[src/rtl/mcd212_bus_master.sv]
// mcd212_bus_master: turns a valid/ready request stream into MCD212 bus cycles with wait states and timeout
module mcd212_bus_master #(
   parameter int TIMEOUT_CYCLES = 255,
   parameter int GAP_CYCLES     = 1
) (
   input  logic        i_clk,
   input  logic        i_reset,
   input  logic        i_req_valid,
   output logic        o_req_ready,
   input  logic        i_req_write,
   input  logic [21:0] i_req_addr,
   input  logic [1:0]  i_req_be,
   input  logic [15:0] i_req_wdata,
   output logic        o_rsp_valid,
   output logic [15:0] o_rsp_rdata,
   output logic        o_rsp_error,
   output logic        o_busy,
   output logic        o_cs,
   output logic [21:0] o_address,
   output logic [15:0] o_din,
   output logic        o_uds,
   output logic        o_lds,
   output logic        o_write_strobe,
   input  logic        i_bus_ack,
   input  logic [15:0] i_dout
);
   typedef enum logic [1:0] {IDLE, ACCESS, GAP} state_t;
   localparam logic [9:0] TIMEOUT_LIM = 10'(TIMEOUT_CYCLES);
   localparam logic [1:0] GAP_LOAD    = (GAP_CYCLES > 0) ? 2'(GAP_CYCLES - 1) : 2'd0;
   localparam state_t     AFTER       = (GAP_CYCLES > 0) ? GAP : IDLE;
   logic        r_f_write [2];
   logic [21:0] r_f_addr  [2];
   logic [1:0]  r_f_be    [2];
   logic [15:0] r_f_wdata [2];
   logic        r_wr_ptr;
   logic        r_rd_ptr;
   logic [1:0]  r_count;
   state_t      r_state;
   logic [9:0]  r_wait;
   logic [1:0]  r_gap;
   logic        w_push;
   logic        w_pop;
   logic        w_head_write;
   logic [21:0] w_head_addr;
   logic [1:0]  w_head_be;
   logic [15:0] w_head_wdata;
   assign o_req_ready  = (r_count != 2'd2) && !i_reset;
   assign w_push       = i_req_valid && o_req_ready;
   assign w_pop        = (r_state == IDLE) && (r_count != 2'd0);
   assign o_busy       = (r_count != 2'd0) || (r_state != IDLE);
   assign w_head_write = r_f_write[r_rd_ptr];
   assign w_head_addr  = r_f_addr[r_rd_ptr];
   assign w_head_be    = r_f_be[r_rd_ptr];
   assign w_head_wdata = r_f_wdata[r_rd_ptr];
   // Request storage: the slot under the write pointer takes each accepted request
   always_ff @(posedge i_clk) begin
      if (w_push) begin
         r_f_write[r_wr_ptr] <= i_req_write;
         r_f_addr[r_wr_ptr]  <= i_req_addr;
         r_f_be[r_wr_ptr]    <= i_req_be;
         r_f_wdata[r_wr_ptr] <= i_req_wdata;
      end
   end
   // FIFO pointers and occupancy; reset flushes everything queued
   always_ff @(posedge i_clk) begin
      if (i_reset) begin
         r_wr_ptr <= 1'b0;
         r_rd_ptr <= 1'b0;
         r_count  <= 2'd0;
      end else begin
         if (w_push) r_wr_ptr <= ~r_wr_ptr;
         if (w_pop) r_rd_ptr <= ~r_rd_ptr;
         r_count <= r_count + {1'b0, w_push} - {1'b0, w_pop};
      end
   end
   // Bus cycle sequencer with registered bus and response outputs
   always_ff @(posedge i_clk) begin
      if (i_reset) begin
         r_state        <= IDLE;
         r_wait         <= 10'd0;
         r_gap          <= 2'd0;
         o_cs           <= 1'b0;
         o_address      <= 22'd0;
         o_din          <= 16'd0;
         o_uds          <= 1'b0;
         o_lds          <= 1'b0;
         o_write_strobe <= 1'b0;
         o_rsp_valid    <= 1'b0;
         o_rsp_rdata    <= 16'd0;
         o_rsp_error    <= 1'b0;
      end else begin
         o_rsp_valid <= 1'b0;
         o_rsp_rdata <= 16'd0;
         o_rsp_error <= 1'b0;
         case (r_state)
            IDLE: begin
               if (w_pop) begin
                  if (w_head_be == 2'b00) begin
                     o_rsp_valid <= 1'b1;
                     o_rsp_error <= 1'b1;
                  end else begin
                     o_cs           <= 1'b1;
                     o_address      <= w_head_addr;
                     o_uds          <= w_head_be[1];
                     o_lds          <= w_head_be[0];
                     o_write_strobe <= w_head_write;
                     o_din          <= w_head_write ? w_head_wdata : 16'd0;
                     r_wait         <= 10'd0;
                     r_state        <= ACCESS;
                  end
               end
            end
            ACCESS: begin
               if (i_bus_ack || (r_wait == TIMEOUT_LIM)) begin
                  o_rsp_valid    <= 1'b1;
                  o_rsp_error    <= !i_bus_ack;
                  o_rsp_rdata    <= (i_bus_ack && !o_write_strobe) ? i_dout : 16'd0;
                  o_cs           <= 1'b0;
                  o_address      <= 22'd0;
                  o_din          <= 16'd0;
                  o_uds          <= 1'b0;
                  o_lds          <= 1'b0;
                  o_write_strobe <= 1'b0;
                  r_gap          <= GAP_LOAD;
                  r_state        <= AFTER;
               end else begin
                  r_wait <= r_wait + 10'd1;
               end
            end
            GAP: begin
               if (r_gap == 2'd0) r_state <= IDLE;
               else r_gap <= r_gap - 2'd1;
            end
            default: r_state <= IDLE;
         endcase
      end
   end
endmodule

[config.mk]
export PLATFORM = sky130hd
export DESIGN_NAME = mcd212_bus_master
export DESIGN_NICKNAME = d
export VERILOG_FILES = /design/src/rtl/mcd212_bus_master.sv
export SDC_FILE = /design/constraint.sdc
export NUM_CORES = 1
export LEC_CHECK = 0
export BUFFER_PORTS_ARGS = -buffer_cell sky130_fd_sc_hd__buf_2
export CORE_MARGIN = 2
export CORE_UTILIZATION = 54
export CTS_CLUSTER_DIAMETER = 40
export DETAILED_ROUTE_END_ITERATION = 10
export GPL_TIMING_DRIVEN = 0
export MAX_ROUTING_LAYER = met4
export PLACE_DENSITY_LB_ADDON = 0.3
export SLEW_MARGIN = 20
export SYNTH_ARGS = -nofsm -noshare
export SYNTH_HDL_FRONTEND = slang
export SYNTH_SLANG_ARGS = --single-unit
[constraint.sdc]
create_clock -name i_clk -period 3.7 [get_ports i_clk]
set_clock_uncertainty 0.2 [all_clocks]
set_input_delay 0.555 -clock i_clk [delete_from_list [all_inputs] [get_ports i_clk]]
set_output_delay 0.555 -clock i_clk [all_outputs]
set_load 0.01 [all_outputs]
==> results.tsv, run 1 <==
stage	metric	value	unit
synthesis	synthCells	450	
worst_setup_path	critical_path.startpoint	r_wait[0]	
sta	grt_setup_unrepaired	false	
synthesis	syn_nets	515	
sta	max_slew_margin	0.3579	
floorplan	ios	123	
worst_setup_path	cp.required	3.97	ns
sta	finalCritPeriodShare	0.7511	
route	routed_wl	13670	µm
synthesis	ys_warn_count	0	
layout	finish.instance_area	7782	µm²
sta	setup_ws	0.9208	ns
pwr	p_per_area	656.3	nW/µm²
clock_tree	h-tree-depth	4	
worst_setup_path	r2r_start	r_wait[0]	
job	maxCapViolations	0	
synthesis	avgSynthCellArea	13.36	µm²
layout	drive_gt1_frac	0.3151	
global_routing	grt_max_degree	23	
clock_tree	cts.sinks	161	
synthesis	yosysSeqAreaShare	0.6726	
synthesis	synth_edf_count	82	
global_routing	track_usage	0.2449	
floorplan	core.rowCount	38	
worst_setup_path	start_kind	flip-flop	
route	vias	4305	
route	drc	0	
clock_tree	ctsHoldBuffers	32	
sta	worst_pin_slew	0.9498	ns
hold_path	worstHoldPathType	primary input to flip-flop	
worst_setup_path	end_kind	flip-flop	
placed_design	io_buffers	122	
sta	hold_viol	0	
sta	setup_violations	0	
floorplan	initial_core_util	0.5546	
placed_design	placed_cell_area	6868	µm²
sta	fin_crit	2.779	ns
layout	syn_to_final_growth	29.45	%
route	ant_nets	0	
placed_design	place_ws	0.5462	ns
route	vias_per_cell	5.505	
synthesis	synth_ff_type	edfxtp_1	
clock_tree	numCtsBuffers	17	
sta	max_freq	0.3598	GHz
floorplan	die_h	109.5	µm
pwr	finalPower	5.108	mW
floorplan	die_area	11990	µm²
clock_tree	worstSkewPairLatency	0.54	ns
placed_design	dp_hpwl	9141	µm
clock_tree	clk_path_buf_depth	2	
global_routing	antenna_found_initial	1	
global_routing	grt_pass1_vias	4285	
clock_tree	cts_root_buf	clkbuf_8	
hold_path	min_from	i_dout[1]	
layout	layout.nets	693	
hold_path	hold_depth	2	
synthesis	synthesis.area	6012	µm²
clock_tree	cts_tree	yes	
clock_tree	path_clk_slew	0.07	ns
placed_design	gp_congestion	0.8838	
worst_setup_path	worstPathArrival	3.05	ns
clock_tree	cts_setup_buffers	0	
synthesis	ys_seq_elements	161	
route	wl_per_cell	17.48	µm
floorplan	die_x	109.5	µm
global_routing	grt_overflow_total	0	
worst_setup_path	ff2ff_setup_slack	0.92	ns
pwr	ir_drop	425.1	µV
pwr	p_leak	2.961	nW
route	first_pass_iters	5	
worst_setup_path	crit_fanout	10	
synthesis	async_reset_ff_frac	0	
global_routing	grt_pass1_wl	21200	µm
route	first_iter_violations	276	
synthesis	synth_cell_type_count	48	
worst_setup_path	critical_path_class	flip-flop to flip-flop	
clock_tree	ctsResizeCount	0	
sta	final_max_slew_viol_count	0	
worst_setup_path	r2r_cells	8	
outcome	status	finished, final reports clean	
floorplan	core-area	10840	µm²
metal layers:
| layer | up-vias | track usage | share of wire |
|---|---|---|---|
| met5 | - | - | 0 |
| met4 | 0 | 0.09765 | 0.014 |
| met3 | 18 | 0.05987 | 0.044 |
| met2 | 106 | 0.4017 | 0.53 |
| met1 | 2127 | 0.2921 | 0.41 |
| li1 | 2054 | - | - |
metrics by stage:
stage | utilization | hold WS (ns) | TNS [ns] | std cells
2_1_floorplan | - | 0.2381 | 0 | 450
3_3_place_gp | 0.6271 | 0.2425 | -94.87 | 712
3_5_place_dp | 0.6335 | 0.2414 | 0 | 714
4_1_cts | 0.7149 | 0.00004891 | 0 | 778
5_1_grt | 0.7179 | 0.0004538 | 0 | 782
6_report | 0.7179 | 0.01418 | 0 | 782
report_power, final:
group	switching, mW	internal (mW)	total [mW]
clock	0.739	0.911	1.65
sequential	0.108	2.10	2.21
combinational	0.762	0.487	1.25
total	1.61	3.50	5.11
path summary, 6_finish.rpt:
path / endpoint
setup / recovery: o_din[15]
setup reg to reg: o_din[15]
hold / removal: o_rsp_rdata[1]
hold reg to reg: o_din[5]
cell usage in the layout (no fill, tap or decap), types with 6 or more instances in the layout:
master           n
dlygate4sd3_1   35
clkbuf_1        24
o21ai_0         33
and2_1          16
o2bb2ai_2       10
o2bb2ai_1        6
edfxtp_1        82
mux2_2          24
clkbuf_16       16
buf_2          125
inv_1            8
inv_6            6
nand2_1         13
a21oi_1         31
mux2i_1         19
nand3_1         26
dfxtp_1         79
nor2_1          10
cells by family after synthesis:
kind of cell,share of synthesized area
buf+inv,0.02747
simple gates,0.08158
fa+ha+maj,0.008325
mux,0.07659
compound gates,0.1276
flops,0.6726
xor+xnor,0.005827
sequential cells by signal, indices dropped and copies added (netlist names), named ones only:
| register | count |
|---|---|
| r_gap | 2 |
| o_cs | 1 |
| o_address | 22 |
| r_count | 2 |
| o_uds | 1 |
| o_rsp_rdata | 16 |
| r_rd_ptr | 1 |
| r_state | 2 |
| r_f_be | 4 |
| r_f_addr | 44 |
| r_f_write | 2 |
| r_wr_ptr | 1 |
| o_din | 16 |
| r_f_wdata | 32 |
| o_rsp_valid | 1 |
| o_lds | 1 |
| o_write_strobe | 1 |
| r_wait | 10 |
| o_rsp_error | 1 |
cell usage after synthesis, drive strengths merged (2+ instances only):
| cell type | count | area [µm²] |
|---|---|---|
| edfxtp | 82 | 2462 |
| dfxtp | 79 | 1582 |
| o21ai | 33 | 165.2 |
| a21oi | 31 | 155.2 |
| nand3 | 26 | 130.1 |
| clkbuf | 24 | 90.09 |
| mux2 | 24 | 270.3 |
| mux2i | 19 | 190.2 |
| and2 | 16 | 100.1 |
| o2bb2ai | 16 | 202.7 |
| nand2 | 13 | 48.80 |
| nor2 | 12 | 45.04 |
| inv | 8 | 30.03 |
| buf | 6 | 41.28 |
| a211oi | 5 | 37.54 |
| o211ai | 5 | 37.54 |
| a31oi | 4 | 25.02 |
| ha | 4 | 50.05 |
| xnor2 | 4 | 35.03 |
| nand4 | 3 | 18.77 |
| or4 | 3 | 22.52 |
| a311oi | 2 | 17.52 |
| a41oi | 2 | 17.52 |
| and4 | 2 | 17.52 |
| nand4b | 2 | 17.52 |
| nor2b | 2 | 12.51 |
| nor3 | 2 | 10.01 |
| o21a | 2 | 15.01 |
| o32ai | 2 | 17.52 |
| or3 | 2 | 12.51 |
final cells by class:
type | instances | area (µm²)
Sequential cell | 161 | 4044
Fill cell | 760 | 3058
Multi-Input combinational cell | 250 | 1818
Timing Repair Buffer | 159 | 1016
Clock buffer | 17 | 414.1
Tap cell | 140 | 175.2
Clock inverter | 15 | 147.6
Buffer | 30 | 131.4
Inverter | 9 | 33.78
Antenna cell | 1 | 2.502
worst max-delay path, stage by stage (launching register included):
cell and delay, ns:
dfxtp_1 0.35, ha_1 0.25, and3_1 0.18, clkbuf_1 0.17
a311oi_1 0.37, buf_2 0.30, o21a_1 0.36, buf_2 0.38
o2bb2ai_2 0.14
(Power assumes the default switching activity.)
==> run 2, diff against run 1 <==
Settings changed: ABC_AREA from default to 1, CORE_UTILIZATION 54 to 49.
Clock period 3.7 ns to 2.3 ns, I/O delays scaled along.
==> results.tsv, run 2 <==
stage	metric	value	unit	change
global_routing	grt_pass1_vias	4994		+17%
sta	final_max_slew_viol_count	0		unchanged
synthesis	ys_seq_elements	161		unchanged
layout	final_common_cell	nand2_1		
worst_setup_path	critical_path_class	flip-flop to flip-flop		
synthesis	synth.most_common_cell	nand2_1		
clock_tree	cts_root_buf	clkbuf_16		
layout	layout_common_cells	173 x nand2_1, 137 x buf_2, 89 x nor2_1, 82 x edfxtp_1, 79 x dfxtp_1		
floorplan	ios	123		unchanged
synthesis	synthCells	651		+45%
clock_tree	cts.sinks	161		unchanged
sta	tns	0	ns	unchanged
synthesis	synth_top_cell_area_share	0.3916		-0.01793
global_routing	met3_usage	0.06591		+0.006042
route	ant_nets	0		unchanged
sta	grt_setup_unrepaired	false		
global_routing	top_usage_layer	met2		
floorplan	core-area	12570	µm²	+16%
worst_setup_path	cp.required	2.22	ns	-1.75 ns
placed_design	io_buffers	121		-0.82%
sta	setup_violations	0		unchanged
floorplan	die_x	117.3	µm	+7.1%
pwr	p_per_area	1174	nW/µm²	+79%
pwr	ir_drop	649.3	µV	+53%
hold_path	worstHoldPathType	primary input to flip-flop		
global_routing	grt_max_degree	27		+17%
synthesis	synth_edf_count	82		unchanged
clock_tree	h-tree-depth	4		unchanged
sta	setup_ws	0.1644	ns	-0.7564 ns
placed_design	placed_cell_area	7163	µm²	+4.3%
layout	syn_to_final_growth	31.98	%	
global_routing	track_usage	0.2395		-0.005391
global_routing	grt_pass1_wl	24090	µm	+14%
clock_tree	worstSkewPairLatency	0.43	ns	-0.11 ns
job	maxCapViolations	0		unchanged
clock_tree	path_clk_slew	0.06	ns	about the same
synthesis	synth_ff_type	edfxtp_1		
route	first_iter_violations	394		+43%
placed_design	place_ws	-0.003871	ns	-0.5501 ns
synthesis	async_reset_ff_frac	0		unchanged
clock_tree	cts_setup_buffers	0		unchanged
sta	finalCritPeriodShare	0.9285		+0.1774
global_routing	grt_overflow_total	0		unchanged
global_routing	use_met1	0.2768		-0.01525
layout	drive_gt1_frac	0.2352		-0.07991
outcome	status	finished, final reports clean		
route	vias_per_cell	5.019		-8.8%
worst_setup_path	end_kind	flip-flop		
worst_setup_path	worstPathArrival	2.06	ns	-0.99 ns
placed_design	gp_congestion	0.9148		+3.5%
pwr	finalPower	9.743	mW	+91%
worst_setup_path	start_kind	flip-flop		
synthesis	synth_cell_type_count	28		-42%
clock_tree	cts_tree	yes		
synthesis	avgSynthCellArea	9.658	µm²	-28%
sta	max_freq	0.4682	GHz	+30%
clock_tree	ctsResizeCount	0		unchanged
layout	finish.instance_area	8298	µm²	+6.6%
route	vias	5195		+21%
floorplan	die_area	13750	µm²	+15%
synthesis	syn_nets	716		+39%
layout	reg_top3	r_f_addr x44, r_f_wdata x32, o_address x22		
clock_tree	numCtsBuffers	17		unchanged
floorplan	core.rowCount	41		+7.9%
floorplan	die_h	117.3	µm	+7.1%
worst_setup_path	crit_fanout	26		+16
synthesis	yosys-top-cells-count	173 x nand2_1, 91 x nor2_1, 82 x edfxtp_1		
layout	n_antenna_cell	0		-1
synthesis	ys_warn_count	0		unchanged
synthesis	synthTopCellsByArea	edfxtp_1 39%, dfxtp_1 25%, nand2_1 10%		
route	drc	0		unchanged
synthesis	yosysSeqAreaShare	0.6432		-0.02945
sta	max_slew_margin	0.6054		+0.2475
route	first_pass_iters	5		unchanged
synthesis	yosysTopAreaCell	edfxtp_1		
floorplan	initial_core_util	0.5002		-0.05434
sta	hold_viol	0		unchanged
placed_design	dp_hpwl	9949	µm	+8.8%
sta	worst_pin_slew	0.5905	ns	-0.3593 ns
sta	fin_crit	2.136	ns	-0.6436 ns
synthesis	synthesis.area	6287	µm²	+4.6%
route	wl_per_cell	14.96	µm	-14%
clock_tree	clk_path_buf_depth	2		unchanged
global_routing	antenna_found_initial	0		-1
layout	regMostFlops	r_f_addr		
global_routing	use_met2	0.4011		-0.0005261
route	routed_wl	15490	µm	+13%
pwr	p_leak	3.602	nW	+22%
layout	largest_reg_flops	44		unchanged
layout	layout.nets	915		+32%
==> run 2: cell types whose count changed in the layout (fill, tap and decap cells not counted), moves of 22 or more <==
cell	previous run	this run
dlygate4sd3_1	35	57
mux2_2	24	0
nor2_1	10	89
nand2_1	13	173
inv_1	8	49
a21oi_1	31	54
==> run 2: final timing paths <==
kind | end | start | slack, ns | cells past startpoint
min reg2reg | flip-flop | r_rd_ptr | 0.26 | 1
max | r_f_wdata[1][1] | r_count[0] | 0.16 | 5
max reg2reg | r_f_wdata[1][1] | r_count[0] | 0.16 | 5
min | o_rsp_error | i_bus_ack | 0.08 | 4
==> run 2: critical path, cell delays in order, from the launching register on <==
cell and delay (ns):
dfxtp_1 0.38, inv_1 0.05, a21oi_1 0.18, nand2_1 0.22
nor2_4 0.51, buf_12 0.27
==> run 2: cells by family (layout without fill, tap and decap cells) <==
group,count (synthesis),after routing,share of synthesized area
AND/OR/NAND/NOR,318,318,0.2181
flip-flops,161,161,0.6432
buffers and inverters,85,297,0.05811
AO/OA/AOI/OAI,82,82,0.07125
adder cells (fa/ha/maj),4,4,0.007961
XOR/XNOR,1,1,0.001393
==> run 2: final cells by class <==
cell class,instances,area (µm²)
timing repair buffer,180,1216
tap,172,215.2
clock buffer,22,485.5
clock inverter,10,78.83
multi-input combinational,405,1893
inverter,52,195.2
sequential,161,4044
buffer,33,170.2
fill,967,4270
==> run 2: power breakdown <==
part / switching, mW / internal (mW) / leakage (nW)
Clock: 1.09 / 1.60 / 0.288
Combinational: 2.13 / 1.18 / 1.92
Sequential: 0.247 / 3.50 / 1.39
==> run 2: per-layer routing <==
metal / share of wire / vias up
li1: - / 2537
met1: 0.40 / 2438
met2: 0.52 / 194
met3: 0.061 / 26
met4: 0.018 / 0
met5: 0 / -
==> run 2: repair_timing <==
action                                  CTS  global route
hold buffers                             57             0
endpoints found under the setup margin    0             0
endpoints found under the hold margin    98             0
==> run 2: metrics by stage <==
| step | cells | util | hold WS [ns] |
|---|---|---|---|
| detailed placement | 946 | 0.5699 | 0.2448 |
| global route | 1035 | 0.6602 | 0.09214 |
| floorplan | 651 | - | 0.2256 |
| CTS | 1035 | 0.6602 | 0.05634 |
| finish | 1035 | 0.6602 | 0.07908 |
| global placement | 944 | 0.5660 | 0.2376 |
==> run 3, diff against run 2 <==
Settings changed: CORE_UTILIZATION 49 to 55.
Clock period 2.3 ns to 2 ns, I/O delays scaled along.
==> results.tsv, run 3 (synthesis gave the netlist of run 2 again) <==
stage	metric	value	unit	change
outcome	status	finished, final reports clean		
floorplan	core-area	11270	µm²	-10%
hold_path	hold_depth	4		unchanged
placed_design	dp_hpwl	9874	µm	-0.75%
worst_setup_path	crit_family	flip-flops		
placed_design	place_inst	917		-3.1%
sta	final_max_slew_viol_count	0		unchanged
global_routing	grt_pass1_vias	5293		+6.0%
layout	fin_cells	1020		-1.4%
pwr	p_leak	3.670	nW	+1.9%
worst_setup_path	critical_path_class	flip-flop to flip-flop		
floorplan	die_x	110.9	µm	-5.4%
pwr	ir_drop	898.7	µV	+38%
sta	fin_crit	1.972	ns	-0.1637 ns
floorplan	core.rowCount	39		-4.9%
clock_tree	numCtsBuffers	17		unchanged
clock_tree	cts.sinks	161		unchanged
worst_setup_path	cp_cell_sequence	nor2_4, inv_2, nor2_4, ha_4, inv_1, ha_1, xor2_1, o21ai_1, a21oi_1		
sta	max_freq	0.5071	GHz	+8.3%
sta	fin_hold_ws	0.01261	ns	-0.06647 ns
clock_tree	path_clk_slew	0.06	ns	about the same
worst_setup_path	crit_fanout	5		-81%
worst_setup_path	critPathSlowestCell	dfxtp_1		
sta	setup_ws	0.02812	ns	-0.1363 ns
worst_setup_path	r2r_start	r_state[1]		
hold_path	worstHoldPathType	primary input to flip-flop		
worst_setup_path	crit_top_cell	nor2_4		
sta	worst_pin_slew	0.6877	ns	+0.09729 ns
route	ant_nets	0		unchanged
layout	n_antenna_cell	0		unchanged
global_routing	grt_overflow_total	0		unchanged
worst_setup_path	r2r_cells	9		+4
global_routing	grt_pass1_wl	25670	µm	+6.6%
clock_tree	worstSkewPairLatency	0.43	ns	about the same
worst_setup_path	critPathBufInv	2		unchanged
sta	hold_viol	0		unchanged
layout	layout.nets	929		+1.5%
floorplan	die_area	12300	µm²	-11%
layout	finish.instance_area	8473	µm²	+2.1%
worst_setup_path	worstPathArrival	2.14	ns	+0.08 ns
job	maxCapViolations	0		unchanged
route	routed_wl	16470	µm	+6.4%
placed_design	gp_congestion	0.9065		-0.91%
clock_tree	cts_tree	yes		
sta	max_slew_margin	0.5415		-0.06393
hold_path	min_from	i_bus_ack		
floorplan	initial_core_util	0.5578		+0.05753
route	first_pass_iters	5		unchanged
clock_tree	clk_path_buf_depth	2		unchanged
route	vias_per_cell	5.279		+5.2%
sta	finalCritPeriodShare	0.9859		+0.05741
route	wl_per_cell	16.15	µm	+7.9%
worst_setup_path	cp.required	2.17	ns	-0.05 ns
worst_setup_path	cpPeakStageDelay	0.39	ns	-0.12 ns
clock_tree	h-tree-depth	4		unchanged
clock_tree	cts_root_buf	clkbuf_16		
worst_setup_path	rr_endpoint	r_count[1]		
sta	setup_violations	0		unchanged
pwr	p_per_area	1362	nW/µm²	+16%
layout	regMostFlops	r_f_addr		
worst_setup_path	start_kind	flip-flop		
route	first_iter_violations	477		+21%
global_routing	track_usage	0.2757		+0.03616
layout	layout_common_cells	171 x nand2_1, 135 x buf_2, 87 x nor2_1, 82 x edfxtp_1, 76 x dfxtp_1		
global_routing	antenna_found_initial	0		unchanged
route	drc	0		unchanged
floorplan	die_h	110.9	µm	-5.4%
placed_design	place_ws	-0.1439	ns	-0.1401 ns
layout	largest_reg_flops	44		unchanged
floorplan	ios	123		unchanged
layout	syn_to_final_growth	34.77	%	
global_routing	grt_max_degree	26		-3.7%
layout	final_common_cell	nand2_1		
layout	reg_top3	r_f_addr x44, r_f_wdata x32, o_address x22		
route	vias	5385		+3.7%
layout	drive_gt1_frac	0.2611		+0.02589
worst_setup_path	end_kind	flip-flop		
placed_design	placed_cell_area	7149	µm²	-0.19%
placed_design	io_buffers	121		unchanged
layout	fillCellCount	711		-26%
hold_path	holdPathEnd	o_rsp_error		
worst_setup_path	ff2ff_setup_slack	0.03	ns	-0.14 ns
-- run 3: cell count changes in the layout (fill, tap and decap cells not counted), moves of 3 or more --
cell / delta
buf_4: +12
clkinv_4: +4
clkbuf_1: -3
clkinvlp_4: +3
dfxtp_1: -3
dfxtp_4: +3
-- run 3: worst reg2reg max path, stage by stage, from the launching register on --
cell and delay (ns):
dfxtp_1 0.39, nor2_4 0.20, inv_2 0.07, nor2_4 0.19
ha_4 0.23, inv_1 0.06, ha_1 0.15, xor2_1 0.20
o21ai_1 0.12, a21oi_1 0.12
-- run 3: layout make-up --
| class | instances | area, µm² | area share |
|---|---|---|---|
| Inverter | 52 | 195.2 | 0.02304 |
| Timing Repair Buffer | 194 | 1358 | 0.1602 |
| Tap cell | 143 | 178.9 | 0.02112 |
| Clock inverter | 13 | 113.9 | 0.01344 |
| Buffer | 33 | 177.7 | 0.02097 |
| Sequential cell | 161 | 4055 | 0.4786 |
| Multi-Input combinational cell | 405 | 1962 | 0.2315 |
| Clock buffer | 19 | 432.9 | 0.05109 |
-- run 3: per-layer routing --
metal / vias to the layer above / GRT usage / part of all wire
met5: - / - / 0
met2: 259 / 0.4728 / 0.52
met4: 0 / 0.1042 / 0.023
li1: 2569 / - / -
met3: 40 / 0.05960 / 0.067
met1: 2517 / 0.3195 / 0.39
-- run 3: where the power goes --
group / leakage [nW] / switching [mW] / total [mW] / internal, mW
combinational: 2.01 / 2.63 / 4.20 / 1.57
sequential: 1.40 / 0.300 / 4.33 / 4.03
clock: 0.261 / 1.30 / 3.01 / 1.71
total: 3.67 / 4.23 / 11.5 / 7.30
-- run 3: how the worst max path moves through the flow --
| stage | end | startpoint | slack [ns] | cells after the start |
|---|---|---|---|---|
| floorplan | r_f_addr[0][0] | i_reset | 0.01 | 4 |
| global placement | r_f_wdata[0][15] | i_reset | -0.37 | 4 |
| detailed placement | r_f_addr[0][10] | i_reset | -0.14 | 5 |
| CTS | r_count[1] | r_count[0] | 0.04 | 9 |
| global route | o_address[20] | r_wait[0] | -0.06 | 10 |
| finish | r_count[1] | r_state[1] | 0.03 | 9 |
-- run 3: stage by stage --
stage	total power, mW	TNS [ns]	util
2_1_floorplan	6.830	0	-
3_3_place_gp	7.866	-29.46	0.6300
3_5_place_dp	8.051	-5.491	0.6343
4_1_cts	11.24	0	0.7393
5_1_grt	12.14	-0.1881	0.7517
6_report	11.54	0	0.7517
-- run 3: what timing repair did --
item                                   CTS  global route
setup endpoints to repair               87            53
gates resized for setup                  3            20
hold buffers                            57             0
pin swaps                                3            10
setup buffers                            5             9
endpoints found under the hold margin   98             0
